### config.mk
export PLATFORM = sky130hd
export DESIGN_NAME = pipe_stall_ctrl
export DESIGN_NICKNAME = d
export VERILOG_FILES = /design/src/rtl/pipe_pkg.sv /design/src/rtl/md_busy_fsm.sv /design/src/rtl/pipe_stall_ctrl.sv
export SDC_FILE = /design/constraint.sdc
export NUM_CORES = 1
export LEC_CHECK = 0
export CORE_ASPECT_RATIO = 0.9
export CORE_MARGIN = 1.5
export CORE_UTILIZATION = 32
export DETAILED_ROUTE_END_ITERATION = 6
export PLACE_DENSITY = 0.8
export RECOVER_POWER = 100
export SLEW_MARGIN = 20
export SYNTH_ARGS = -nofsm -noshare
export SYNTH_HDL_FRONTEND = slang
export SYNTH_SLANG_ARGS = --single-unit
### constraint.sdc
create_clock -name clk -period 1.5 [get_ports clk]
set_input_delay 0.15 -clock clk [delete_from_list [all_inputs] [get_ports clk]]
set_output_delay 0.15 -clock clk [all_outputs]
set_load 0.01 [all_outputs]
### src/rtl/pipe_pkg.sv
// Shared encodings and defaults for the D->E stall controller and its mult/div busy tracker.
package pipe_pkg;

  localparam logic [1:0] TUSE_NONE       = 2'd3;
  localparam int         MULT_CYCLES_DEF = 5;
  localparam int         DIV_CYCLES_DEF  = 10;
  localparam int         CNT_W_DEF       = 4;

  typedef enum logic {
    IDLE = 1'b0,
    BUSY = 1'b1
  } md_state_e;

  // Read-after-write hit for one source operand against one producer stage.
  // A producer whose result is ready no later than the consumer needs it is forwarded, not stalled.
  function automatic logic hazard_hit(input logic [4:0] src, input logic [1:0] tuse,
                                      input logic [4:0] dst, input logic [1:0] tnew);
    return (src != 5'd0) && (src == dst) && (tuse != TUSE_NONE) && (tuse < tnew);
  endfunction

endpackage

### src/rtl/md_busy_fsm.sv
// Mult/div occupancy tracker: counts the fixed busy period after issue and pulses done on completion.
module md_busy_fsm
  import pipe_pkg::*;
#(
  parameter int MULT_CYCLES = MULT_CYCLES_DEF,
  parameter int DIV_CYCLES  = DIV_CYCLES_DEF,
  parameter int CNT_W       = CNT_W_DEF
) (
  input  logic clk,
  input  logic reset,
  input  logic md_start_E,
  input  logic md_div_E,
  output logic md_busy,
  output logic md_done
);

  localparam logic [CNT_W-1:0] MULT_LOAD = CNT_W'(MULT_CYCLES);
  localparam logic [CNT_W-1:0] DIV_LOAD  = CNT_W'(DIV_CYCLES);

  md_state_e        r_state;
  logic [CNT_W-1:0] r_cnt;
  logic             r_busy;
  logic             r_done;

  // NOTE: state and outputs are all flops updated with <= so every read in this block sees
  // the pre-edge value; a blocking assignment here would leak the new value into later lines.
  always_ff @(posedge clk or posedge reset) begin
    if (reset) begin
      r_state <= IDLE;
      r_cnt   <= '0;
      r_busy  <= 1'b0;
      r_done  <= 1'b0;
    end else begin
      r_done <= 1'b0;
      case (r_state)
        IDLE: begin
          if (md_start_E) begin
            r_cnt   <= md_div_E ? DIV_LOAD : MULT_LOAD;
            r_state <= BUSY;
            r_busy  <= 1'b1;
          end
        end
        BUSY: begin
          // A late md_start_E here is ignored: the issuing instruction is still held in D.
          if (r_cnt <= CNT_W'(1)) begin
            r_cnt   <= '0;
            r_state <= IDLE;
            r_busy  <= 1'b0;
            r_done  <= (r_cnt == CNT_W'(1));
          end else begin
            r_cnt <= r_cnt - CNT_W'(1);
          end
        end
        default: begin
          r_state <= IDLE;
          r_cnt   <= '0;
          r_busy  <= 1'b0;
        end
      endcase
    end
  end

  assign md_busy = r_busy;
  assign md_done = r_done;

endmodule

### src/rtl/pipe_stall_ctrl.sv
// Decode-stage hazard controller: freezes F/D and bubbles E on RAW or mult/div hazards.
// Define STALL_STATS_EN to build the 32-bit cumulative stall counter; otherwise stall_cnt is 0.
module pipe_stall_ctrl
  import pipe_pkg::*;
#(
  parameter int MULT_CYCLES = MULT_CYCLES_DEF,
  parameter int DIV_CYCLES  = DIV_CYCLES_DEF,
  parameter int CNT_W       = CNT_W_DEF
) (
  input  logic        clk,
  input  logic        reset,
  input  logic [4:0]  rs_D,
  input  logic [4:0]  rt_D,
  input  logic [1:0]  tuse_rs_D,
  input  logic [1:0]  tuse_rt_D,
  input  logic [4:0]  a_E,
  input  logic [1:0]  tnew_E,
  input  logic [4:0]  a_M,
  input  logic [1:0]  tnew_M,
  input  logic        md_start_E,
  input  logic        md_div_E,
  input  logic        md_use_D,
  output logic        stall,
  output logic        clr_E,
  output logic        md_busy,
  output logic        md_done,
  output logic [31:0] stall_cnt
);

  logic w_stall_rs;
  logic w_stall_rt;
  logic w_stall_md;
  logic w_md_busy;
  logic w_stall;

  assign w_stall_rs = hazard_hit(rs_D, tuse_rs_D, a_E, tnew_E) |
                      hazard_hit(rs_D, tuse_rs_D, a_M, tnew_M);
  assign w_stall_rt = hazard_hit(rt_D, tuse_rt_D, a_E, tnew_E) |
                      hazard_hit(rt_D, tuse_rt_D, a_M, tnew_M);

  // The issue cycle itself must hold any HI/LO user in D, before md_busy has risen.
  assign w_stall_md = md_use_D & (md_start_E | w_md_busy);
  assign w_stall    = w_stall_rs | w_stall_rt | w_stall_md;

  md_busy_fsm #(
    .MULT_CYCLES (MULT_CYCLES),
    .DIV_CYCLES  (DIV_CYCLES),
    .CNT_W       (CNT_W)
  ) u_md_busy_fsm (
    .clk        (clk),
    .reset      (reset),
    .md_start_E (md_start_E),
    .md_div_E   (md_div_E),
    .md_busy    (w_md_busy),
    .md_done    (md_done)
  );

  assign stall   = w_stall;
  assign clr_E   = w_stall;
  assign md_busy = w_md_busy;

`ifdef STALL_STATS_EN
  logic [31:0] r_stall_cnt;

  always_ff @(posedge clk or posedge reset) begin
    if (reset) begin
      r_stall_cnt <= '0;
    end else if (w_stall) begin
      r_stall_cnt <= r_stall_cnt + 32'd1;
    end
  end

  assign stall_cnt = r_stall_cnt;
`else
  assign stall_cnt = '0;
`endif

endmodule

==> metrics.md, run 1 <==
| Metric | Value |
|---|---|
| Status | finished with violations |
| Failing checks | negative setup slack |
| R2R Setup Slk | about 40 ps |
| Post-Route Setup TNS | -16.0 ps |
| Largest cells by area after synthesis | buf_4 (25%), dfrtp_1 (18%), xor2_1 (11%) |
| Commonest cells in the netlist | buf_4 (33), xor2_1 (12), inv_1 (9) |
| Synth Flop Type | dfrtp_1 |
| Busiest grt layer | met2 |
| GRT overflow | 0 |
| RSZ-0062 raised after global routing | true |
| Final Skew | 8.43 ps |
| Placed cell areas | ~1400 µm² |
| Area growth syn-to-layout | 50.8% |
| Antenna diodes | 0 |
| VDD IR max | between 0.4 and 0.5 mV |
| Initial antenna violation count | 0 |
| CP Max Fanout | 3 |
| HP Class | input pin to asynchronous set/reset pin |
| Gr usage total | 0.154 |
| Final setup viols | 2 |
| Register share of total power | 0.273 |
| Leading area contributor after synthesis | buf_4 |
| Number of global-route vias before repair | roughly 940 |
| CP max stage cell | ha_1 |
| Number of synthesized flops with an enable pin | 0 |
| Final cycle utilization of the critical path | 1.01 |
| Ys Warns | 0 |
| Final GP Congestion | ~0.85 |
| Sw Pwr | approximately 0.00055 W |
| Initial Util | 0.331 |
| Power Density | a little under 900 nW/µm² |
| Full die area | roughly 3500 µm² |
| Residual DRC | 0 |
| Sw Share | 0.414 |
| Final nets | roughly 220 |
| Syn Std Cell Area | about 1000 µm² |
| Routed Antenna Nets | 0 |
| First-pass GRT wire length | 4.07 mm |
| Total Wirelength | ~2.4 mm |
| CP Capture Type | output port |
| CTS tree | yes |
| Slowest cell delay on critical path | between 300 and 400 ps |
| Via Count | 910 |
| Combinational power share | 0.591 |
| Leakage power | approximately 0.72 nW |
| Met1 Track Usage GR | 0.197 |
| MaxCap Viol Count | 0 |
| CTS Sinks | 7 |
| Crit path arrival time | about 1400 ps |
| Final number of hold-violating endpoints | 0 |
| Io pins | 69 |
| Dpl hpwl | between 2 and 2.5 mm |
| Drt via density | between 4 and 5 |
| Core Footprint | slightly above 3000 µm² |
| Synth top area share | 0.248 |
| Clk root buf | clkbuf_4 |
| Crit-path cells | clkdlybuf4s15_1 > ha_1 > o21ai_1 > nand4_1 > o22ai_2 > a211o_1 > buf_2 |
| DIE WIDTH | roughly 62 µm |
| Max Slew Vio Count | 0 |
| Setup CP Type | input pin to output port |
| Average wire per standard cell | approximately 11 µm |
| Number of port buffers | 36 |
| CTS Buf Count | 3 |
| Final Cell Area | between 1500 and 2000 µm² |
| H-tree levels | 1 |
| Post-Syn Instances | around 120 |
| Share of cells above drive strength 1 | 0.322 |
| Most frequent cell after synthesis | buf_4 |
| Async set-or-reset flop fraction in the synthesized netlist | 1.00 |
| CTS clk-pin slew, worst paths | ~60 ps |
| Int Power | slightly below 0.0008 W |
| Post-route minimum period | between 1500 and 2000 ps |
| Hold Buf Count CTS | 0 |
| Register area share after synthesis | 0.175 |
| Clock power share | 0.136 |
| Clk_lat worst skew | 260 ps |
| CTS Buffer Depth | 2 |
| Worst r2r dst | u_md_busy_fsm.r_cnt[1]$_DFFE_PP0P_ |
| Pin count of the biggest net entering global routing | 11 |
| R2R depth | 8 |
| Die Ht | roughly 56 µm |
| Initial DRC Count | between 40 and 50 |
| Met3 Use GR | 0.0349 |
| First-pass iteration count of the detailed router | 4 |
| Worst EP required | 1350 ps |
| Post-synth cell types | 31 |
| Smallest setup slack after layout | -8.26 ps |
| Critical Path Start Type | input pin |
| Placement Rows | 19 |
| Avg Synthesized Cell Area | between 8 and 9 µm² |
| R2R Path Start | u_md_busy_fsm.r_cnt[0]$_DFFE_PP0P_ |
| Met2 GRT Util | 0.253 |
| Max Clock Freq | 0.663 GHz |
| Yosys reg bits | 7 |
-- per-layer routing --
metal | vias to the layer above | wire length (µm)
met2 | 33 | 1220
met3 | 6 | 105
met4 | 0 | 46
met1 | 416 | 1060
met5 | - | 0
li1 | 455 | -
-- worst max path at each step --
stage                     cells after the start                                from                                  to  slack, ps
final                                         7                        tuse_rt_D[1]                               clr_E         -8
after global routing                          7                             rs_D[2]                               stall        -90
after floorplan                               6  u_md_busy_fsm.r_cnt[0]$_DFFE_PP0P_  u_md_busy_fsm.r_cnt[3]$_DFFE_PP0P_         60
after detailed placement                      7                        tuse_rs_D[1]                               clr_E       -890
after global placement                        8                           tnew_E[1]                               clr_E       -900
after CTS                                     6                             rs_D[1]                               clr_E        -50
-- stage by stage --
step                      total power, W  utilization  hold WS [ps]  instances  worst slack (ps)
after floorplan                 0.000850            -         -46.6        152              63.9
after global placement           0.00112        0.468           403        214              -895
after detailed placement         0.00114        0.468           403        214              -885
after CTS                        0.00132        0.484           126        219             -48.6
after global routing             0.00146        0.499           302        219             -93.4
final                            0.00132        0.499           253        219             -8.26
-- final cells by class --
type,count,area (µm²)
clock buffers,4,26.3
fillers,299,1510
inverters,9,33.8
multi-input cells,102,761
flip-flops and latches,7,175
well taps,42,52.6
repair buffers,55,459
-- sequential cells by signal, summed over array words and instances, names as in the netlist --
signal                 flops
u_md_busy_fsm.md_busy      1
u_md_busy_fsm.r_state      1
u_md_busy_fsm.md_done      1
u_md_busy_fsm.r_cnt        4
-- worst max-delay path, delay by kind of cell --
kind            cells  cell delay (ps)
buf+inv             2              380
fa+ha+maj           1              310
compound gates      3              390
simple gates        1              120
-- placed cells by master (no fill, tap or decap), drive strengths merged --
master	n
a211o	1
a21o	1
a21oi	1
a221o	1
a221oi	1
a22oi	1
buf	31
clkbuf	8
clkdlybuf4s15	4
clkdlybuf4s50	5
conb	32
dfrtp	7
dlygate4sd2	9
dlygate4sd3	2
ha	6
inv	9
mux2i	2
nand2	1
nand4	4
nand4b	1
nor2	7
nor2b	2
nor3	4
nor4	2
nor4b	1
nor4bb	1
o21a	1
o21ai	7
o22ai	2
o311ai	1
or3	1
or4	1
xnor2	8
xor2	12
-- timing repair --
action	in CTS	in global routing
resized for setup	103	17
pin swaps	21	10
setup endpoints to repair	2	5
setup buffers	1	0
-- cells by family (layout without fill, tap and decap cells) --
logic type	count (synthesis)	after routing	synth area share
muxes	2	2	0.0200
and+or+nand+nor	25	25	0.148
adders and majority gates	6	6	0.0751
other	1	32	0.00375
AOI/OAI and AO/OA	17	17	0.118
DFF	7	7	0.175
buffers and inverters	43	68	0.285
xor gates and xnor gates	20	20	0.175
-- power by group through the flow --
stage               Clock (W)  Combinational [W]  Sequential (W)
floorplan                   0           0.000496        0.000353
global placement            0           0.000765        0.000354
detailed placement          0           0.000781        0.000357
CTS                  0.000182           0.000778        0.000355
global route         0.000194           0.000893        0.000371
finish               0.000180           0.000782        0.000362
Note: power is estimated with default switching activity, not from simulation.
==> inputs of run 2 (changes only) <==
Settings changed: SKIP_CTS_REPAIR_TIMING set to 1.
==> run 2 against run 1 <==
Compared with the run above: the flow still finishes with violations (negative setup slack); sequential share of layout area down 0.50 points; via count increased by 1.9%; global-route usage decreased by 0.43 points; clock power barely moved; non-clock buffer count decreased by 1; die area unchanged; worst hold slack improved by 0.58 ps; sequential cell count stayed put; routed wire length is 1.3% higher; combinational power up 1%; design area up 4.5%.
==> metrics.md, run 2 (synthesis gave the netlist of run 1 again) <==
| Metric | Value |
|---|---|
| Crit path arrival time | 1390 ps (+30 ps) |
| Top reg by flops | u_md_busy_fsm.r_cnt |
| Max Slew Vio Count | 0 (unchanged) |
| Sw Pwr | 0.000544 W (-0.60%) |
| Clk root buf | clkbuf_4 |
| Fill cell count | 280 (-6.4%) |
| Commonest non-fill, non-tap cell in the layout | conb_1 |
| Share of cells above drive strength 1 | 0.307 (-0.0152) |
| Post-Route Setup TNS | -81.2 ps (-65.2 ps) |
| Final number of hold-violating endpoints | 0 (unchanged) |
| Worst EP required | 1350 ps (about the same) |
| Sw Share | 0.409 (-0.00438) |
| Total Wirelength | 2.46 mm (+1.3%) |
| Leakage power | 0.865 nW (+20%) |
| CTS tree | yes |
| Pwr Total | 0.00133 W (+0.46%) |
| First-pass iteration count of the detailed router | 4 (unchanged) |
| Crit-path cells | buf_6 > or4_4 > nor2_4 > a221oi_2 > a211o_1 > buf_2 |
| M1 WL | 1.09 mm (+2.6%) |
| Final GP Congestion | 0.846 (unchanged) |
| Final setup viols | 2 (unchanged) |
| VDD IR max | 0.438 mV (-3.0%) |
| GRT overflow | 0 (unchanged) |
| Power Density | 844 nW/µm² (-3.8%) |
| Routed Antenna Nets | 0 (unchanged) |
| Initial Util | 0.331 (unchanged) |
| Max reg flops | 4 (unchanged) |
| Register share of total power | 0.271 (-0.002) |
| Drt via density | 4.25 (+2.3%) |
| CTS Buf Count | 3 (unchanged) |
| R2R Setup Slk | 50 ps (about the same) |
| First-pass GRT wire length | 3.95 mm (-3.1%) |
| Final nets | 216 (-0.46%) |
| Via Count | 927 (+1.9%) |
| Placement Rows | 19 (unchanged) |
| Pin count of the biggest net entering global routing | 11 (unchanged) |
| Met3 WL | 100 µm (-4.8%) |
| Die Ht | 56.0 µm (unchanged) |
| WL met2 | 1.23 mm (+1.2%) |
| Area growth syn-to-layout | 57.6% |
| Setup CP Type | input pin to output port |
| H-tree levels | 1 (unchanged) |
| Int Power | 0.000785 W (+1.2%) |
| Most frequent cells in the layout | conb_1 (32), dlymetal6s2s_1 (17), buf_4 (15) |
| Final Skew | 7.18 ps (-1.25 ps) |
| Final cycle utilization of the critical path | 1.03 (+0.0217) |
| CP max stage cell | or4_4 |
| Initial DRC Count | 36 (-27%) |
| Top Metal Used | met4 |
| Post-route minimum period | 1540 ps (+32.5 ps) |
| HP Class | input pin to asynchronous set/reset pin |
| Initial antenna violation count | 0 (unchanged) |
| MaxCap Viol Count | 0 (unchanged) |
| RSZ-0062 raised after global routing | true |
| CP Max Fanout | 3 (unchanged) |
| DIE WIDTH | 61.9 µm (unchanged) |
| Average wire per standard cell | 11.3 µm (+1.7%) |
| CTS clk-pin slew, worst paths | 60 ps (about the same) |
| Combinational power share | 0.595 (+0.004) |
| Max Clock Freq | 0.649 GHz (-2.1%) |
| Failing checks | negative setup slack |
| Gr usage total | 0.150 (-0.00433) |
| Post-place setup slack | -885 ps (unchanged) |
| CP Capture Type | output port |
| Clk_lat worst skew | 260 ps (about the same) |
| Core Footprint | 3020 µm² (unchanged) |
| Number of port buffers | 36 (unchanged) |
| Antenna diodes | 0 (unchanged) |
| Slowest cell delay on critical path | 540 ps (+230 ps) |
| Full die area | 3470 µm² (unchanged) |
| Dpl cells | 214 (unchanged) |
| Smallest setup slack after layout | -40.8 ps (-32.5 ps) |
| Status | finished with violations |
| Residual DRC | 0 (unchanged) |
| CP delay by family, top | simple AND/OR/NAND/NOR gates |
| CTS Buffer Depth | 2 (unchanged) |
| Io pins | 69 (unchanged) |
| Critical Path Start Type | input pin |
| Clock power share | 0.134 (-0.002) |
| Number of global-route vias before repair | 916 (-2.3%) |
| CTS Sinks | 7 (unchanged) |
| Dpl hpwl | 2.03 mm (unchanged) |
| CP bufs+invs | 2 (unchanged) |
| Post-Layout Cell Count | 218 (-0.46%) |
## run 2: changes by cell type in the layout (fill, tap and decap cells not counted), sizes merged
cell,delta
clkbuf,+1
dlygate4sd2,-9
clkdlybuf4s15,-4
buf,-6
dlymetal6s2s,+17
## run 2: cell type report
class / count / area [µm²] / share of cell area
well taps: 42 / 52.6 / 0.0334
inverters: 9 / 33.8 / 0.0214
flip-flops and latches: 7 / 175 / 0.111
clock buffers: 4 / 26.3 / 0.0167
multi-input cells: 102 / 766 / 0.486
repair buffers: 54 / 522 / 0.331
## run 2: power groups by stage
stage	sequential (W)	clock (W)	combinational, W
after global routing	0.000371	0.000194	0.000903
after CTS	0.000355	0.000182	0.000789
after floorplan	0.000353	0	0.000496
after global placement	0.000354	0	0.000765
after detailed placement	0.000357	0	0.000781
final	0.000360	0.000178	0.000791
## run 2: path summary, 6_finish.rpt
kind | from | end | cells past startpoint
max | rs_D[1] | clr_E | 6
max in group asynchronous | reset | u_md_busy_fsm.r_cnt[1]$_DFFE_PP0P_ | 2
min | reset | u_md_busy_fsm.r_state$_DFF_PP0_ | 2
max reg2reg | u_md_busy_fsm.r_cnt[0]$_DFFE_PP0P_ | u_md_busy_fsm.r_cnt[1]$_DFFE_PP0P_ | 8
min reg2reg | u_md_busy_fsm.r_cnt[2]$_DFFE_PP0P_ | u_md_busy_fsm.md_done$_DFF_PP0_ | 1
min in group clk | u_md_busy_fsm.r_cnt[2]$_DFFE_PP0P_ | u_md_busy_fsm.md_done$_DFF_PP0_ | 1
## run 2: metal layers
layer | GRT usage | vias up
met3 | 0.0326 | 6
met5 | 0 | -
li1 | - | 451
met2 | 0.248 | 31
met1 | 0.189 | 439
met4 | 0.0456 | 0
## run 2: through the flow
stage / cell area [µm²] / util / hold slack (ps)
floorplan: 1120 / - / -46.6
global placement: 1410 / 0.468 / 403
detailed placement: 1410 / 0.468 / 403
CTS: 1440 / 0.477 / 126
global route: 1580 / 0.522 / 302
finish: 1580 / 0.522 / 254
==> inputs of run 3 (changes only) <==
Settings changed: CORE_UTILIZATION 32 to 33, CTS_BUF_LIST set to sky130_fd_sc_hd__clkbuf_4, PLACE_DENSITY 0.8 to 0.82, RECOVER_POWER 100 to unset.
==> run 3 against run 2 <==
Compared with the run above: the run still ends with negative setup slack left; critical path depth rose by 1; sequential power up 2%; sequential share of layout area is 0.071 points higher; setup slack worse by 63 ps; global-route usage grew 1.1 points; largest cell class unchanged.
==> metrics.md, run 3 (synthesis gave the netlist of run 1 again) <==
| Metric | Value |
|---|---|
| Status | finished with violations |
| Failing checks | negative setup slack |
| Area of the multi-input gates | 754 µm² (-1.5%) |
| Initial DRC Count | 41 (+14%) |
| Final GP Congestion | 0.895 (+5.9%) |
| DIE WIDTH | 61.0 µm (-1.5%) |
| RSZ-0062 raised after global routing | true |
| HP Class | input pin to asynchronous set/reset pin |
| Max Slew Vio Count | 0 (unchanged) |
| Core Footprint | 2820 µm² (-6.8%) |
| MaxCap Viol Count | 0 (unchanged) |
| CP Max Fanout | 2 (-1) |
| Routed Antenna Nets | 0 (unchanged) |
| Total Wirelength | 2.80 mm (+14%) |
| Leakage power | 0.865 nW (about the same) |
| Residual DRC | 0 (unchanged) |
| CTS tree | yes |
| Top reg by flops | u_md_busy_fsm.r_cnt |
| Critical Path Start Type | input pin |
| Max Clock Freq | 0.624 GHz (-3.9%) |
| Drt via density | 4.41 (+3.8%) |
| Io pins | 69 (unchanged) |
| Pin count of the biggest net entering global routing | 11 (unchanged) |
| Dpl hpwl | 2.23 mm (+9.9%) |
| CP startpoint | a_E[1] |
| Antenna diodes | 0 (unchanged) |
| Setup CP Type | input pin to output port |
| First-pass iteration count of the detailed router | 5 (+1) |
| Die Ht | 55.2 µm (-1.4%) |
| Share of cells above drive strength 1 | 0.326 (+0.0190) |
| CTS Buf Count | 3 (unchanged) |
| Gr usage total | 0.161 (+0.0113) |
| Most frequent cells in the layout | conb_1 (32), buf_4 (22), dlymetal6s2s_1 (16) |
| Full die area | 3370 µm² (-2.9%) |
| Worst EP required | 1350 ps (about the same) |
| CTS Sinks | 7 (unchanged) |
| Post-Route Setup TNS | -206 ps (-125 ps) |
| Final number of hold-violating endpoints | 0 (unchanged) |
| Final cycle utilization of the critical path | 1.07 (+0.0417) |
| Post-place setup slack | -908 ps (-22.6 ps) |
| GRT overflow | 0 (unchanged) |
| Initial antenna violation count | 0 (unchanged) |
| Number of port buffers | 36 (unchanged) |
| First-pass GRT wire length | 4.10 mm (+3.9%) |
| Area growth syn-to-layout | 56.6% |
| Power Density | 888 nW/µm² (+5.2%) |
| Fill cell count | 251 (-10%) |
| Average wire per standard cell | 12.9 µm (+14%) |
| Fin util | 0.556 (+0.0342) |
| Smallest setup slack after layout | -103 ps (-62.6 ps) |
| Final Skew | 2.72 ps (-4.46 ps) |
| Pwr Total | 0.00139 W (+4.5%) |
| Commonest non-fill, non-tap cell in the layout | conb_1 |
| Crit path arrival time | 1450 ps (+60 ps) |
| R2R Path Start | u_md_busy_fsm.r_cnt[2]$_DFFE_PP0P_ |
| Initial Util | 0.355 (+0.0240) |
| R2R depth | 3 (-5) |
| R2R Setup Slk | 70 ps (+20 ps) |
| Placement Rows | 18 (-1) |
| VDD IR max | 0.478 mV (+9.0%) |
| Via Count | 962 (+3.8%) |
| Clk_lat worst skew | 260 ps (about the same) |
| Max reg flops | 4 (unchanged) |
| CTS Buffer Depth | 2 (unchanged) |
| Post-route minimum period | 1600 ps (+62.6 ps) |
| H-tree levels | 1 (unchanged) |
| CP Capture Type | output port |
| Clk root buf | clkbuf_4 |
| Final setup viols | 2 (unchanged) |
| CTS clk-pin slew, worst paths | 50 ps (about the same) |
| Reg area | 175 µm² (unchanged) |
| Final nets | 218 (+0.93%) |
| Hold slack | 122 ps (-132 ps) |
| Number of global-route vias before repair | 938 (+2.4%) |
==> run 3: cell types whose count changed in the layout (fill, tap and decap cells not counted), moves of 2 or more <==
cell and delta:
buf_4 +7, buf_6 -2, clkbuf_1 -3, clkbuf_2 +2, clkdlybuf4s50_1 +2, dlygate4sd3_1 -2, o21ai_1 +2
==> run 3: area by class of cell <==
cell class / instances / share of cell area
Clock buffer: 4 / 0.0192
Inverter: 9 / 0.0216
Multi-Input combinational cell: 102 / 0.482
Sequential cell: 7 / 0.112
Tap cell: 40 / 0.0320
Timing Repair Buffer: 56 / 0.333
==> run 3: metal layers <==
layer  global-route usage  part of all wire
met1                0.184              0.38
met2                0.272              0.55
met3               0.0492             0.054
met4               0.0621             0.023
met5                    0                 0
==> run 3: worst paths after layout <==
| check | to |
|---|---|
| hold reg to reg | u_md_busy_fsm.md_done$_DFF_PP0_ |
| max in group asynchronous | u_md_busy_fsm.r_cnt[1]$_DFFE_PP0P_ |
| hold / removal | u_md_busy_fsm.r_state$_DFF_PP0_ |
| setup reg to reg | u_md_busy_fsm.r_cnt[3]$_DFFE_PP0P_ |
| min in group clk | u_md_busy_fsm.md_done$_DFF_PP0_ |
| setup / recovery | clr_E |
==> run 3: metrics by stage <==
step	cells	instance area, µm²
after global routing	218	1570
after floorplan	152	1120
after detailed placement	214	1430
final	218	1570
after CTS	218	1460
after global placement	214	1430
==> run 3: report_power, final <==
group	switching (W)	internal, W
combinational	0.000397	0.000435
clock	0.0000711	0.000120
sequential	0.0000864	0.000281
total	0.000554	0.000835
==> run 3: critical path, stage by stage <==
cell	delay, ps
buf_8	100
xor2_2	170
nor4_2	330
nand4_1	150
a221oi_2	270
a211o_1	160
buf_2	130
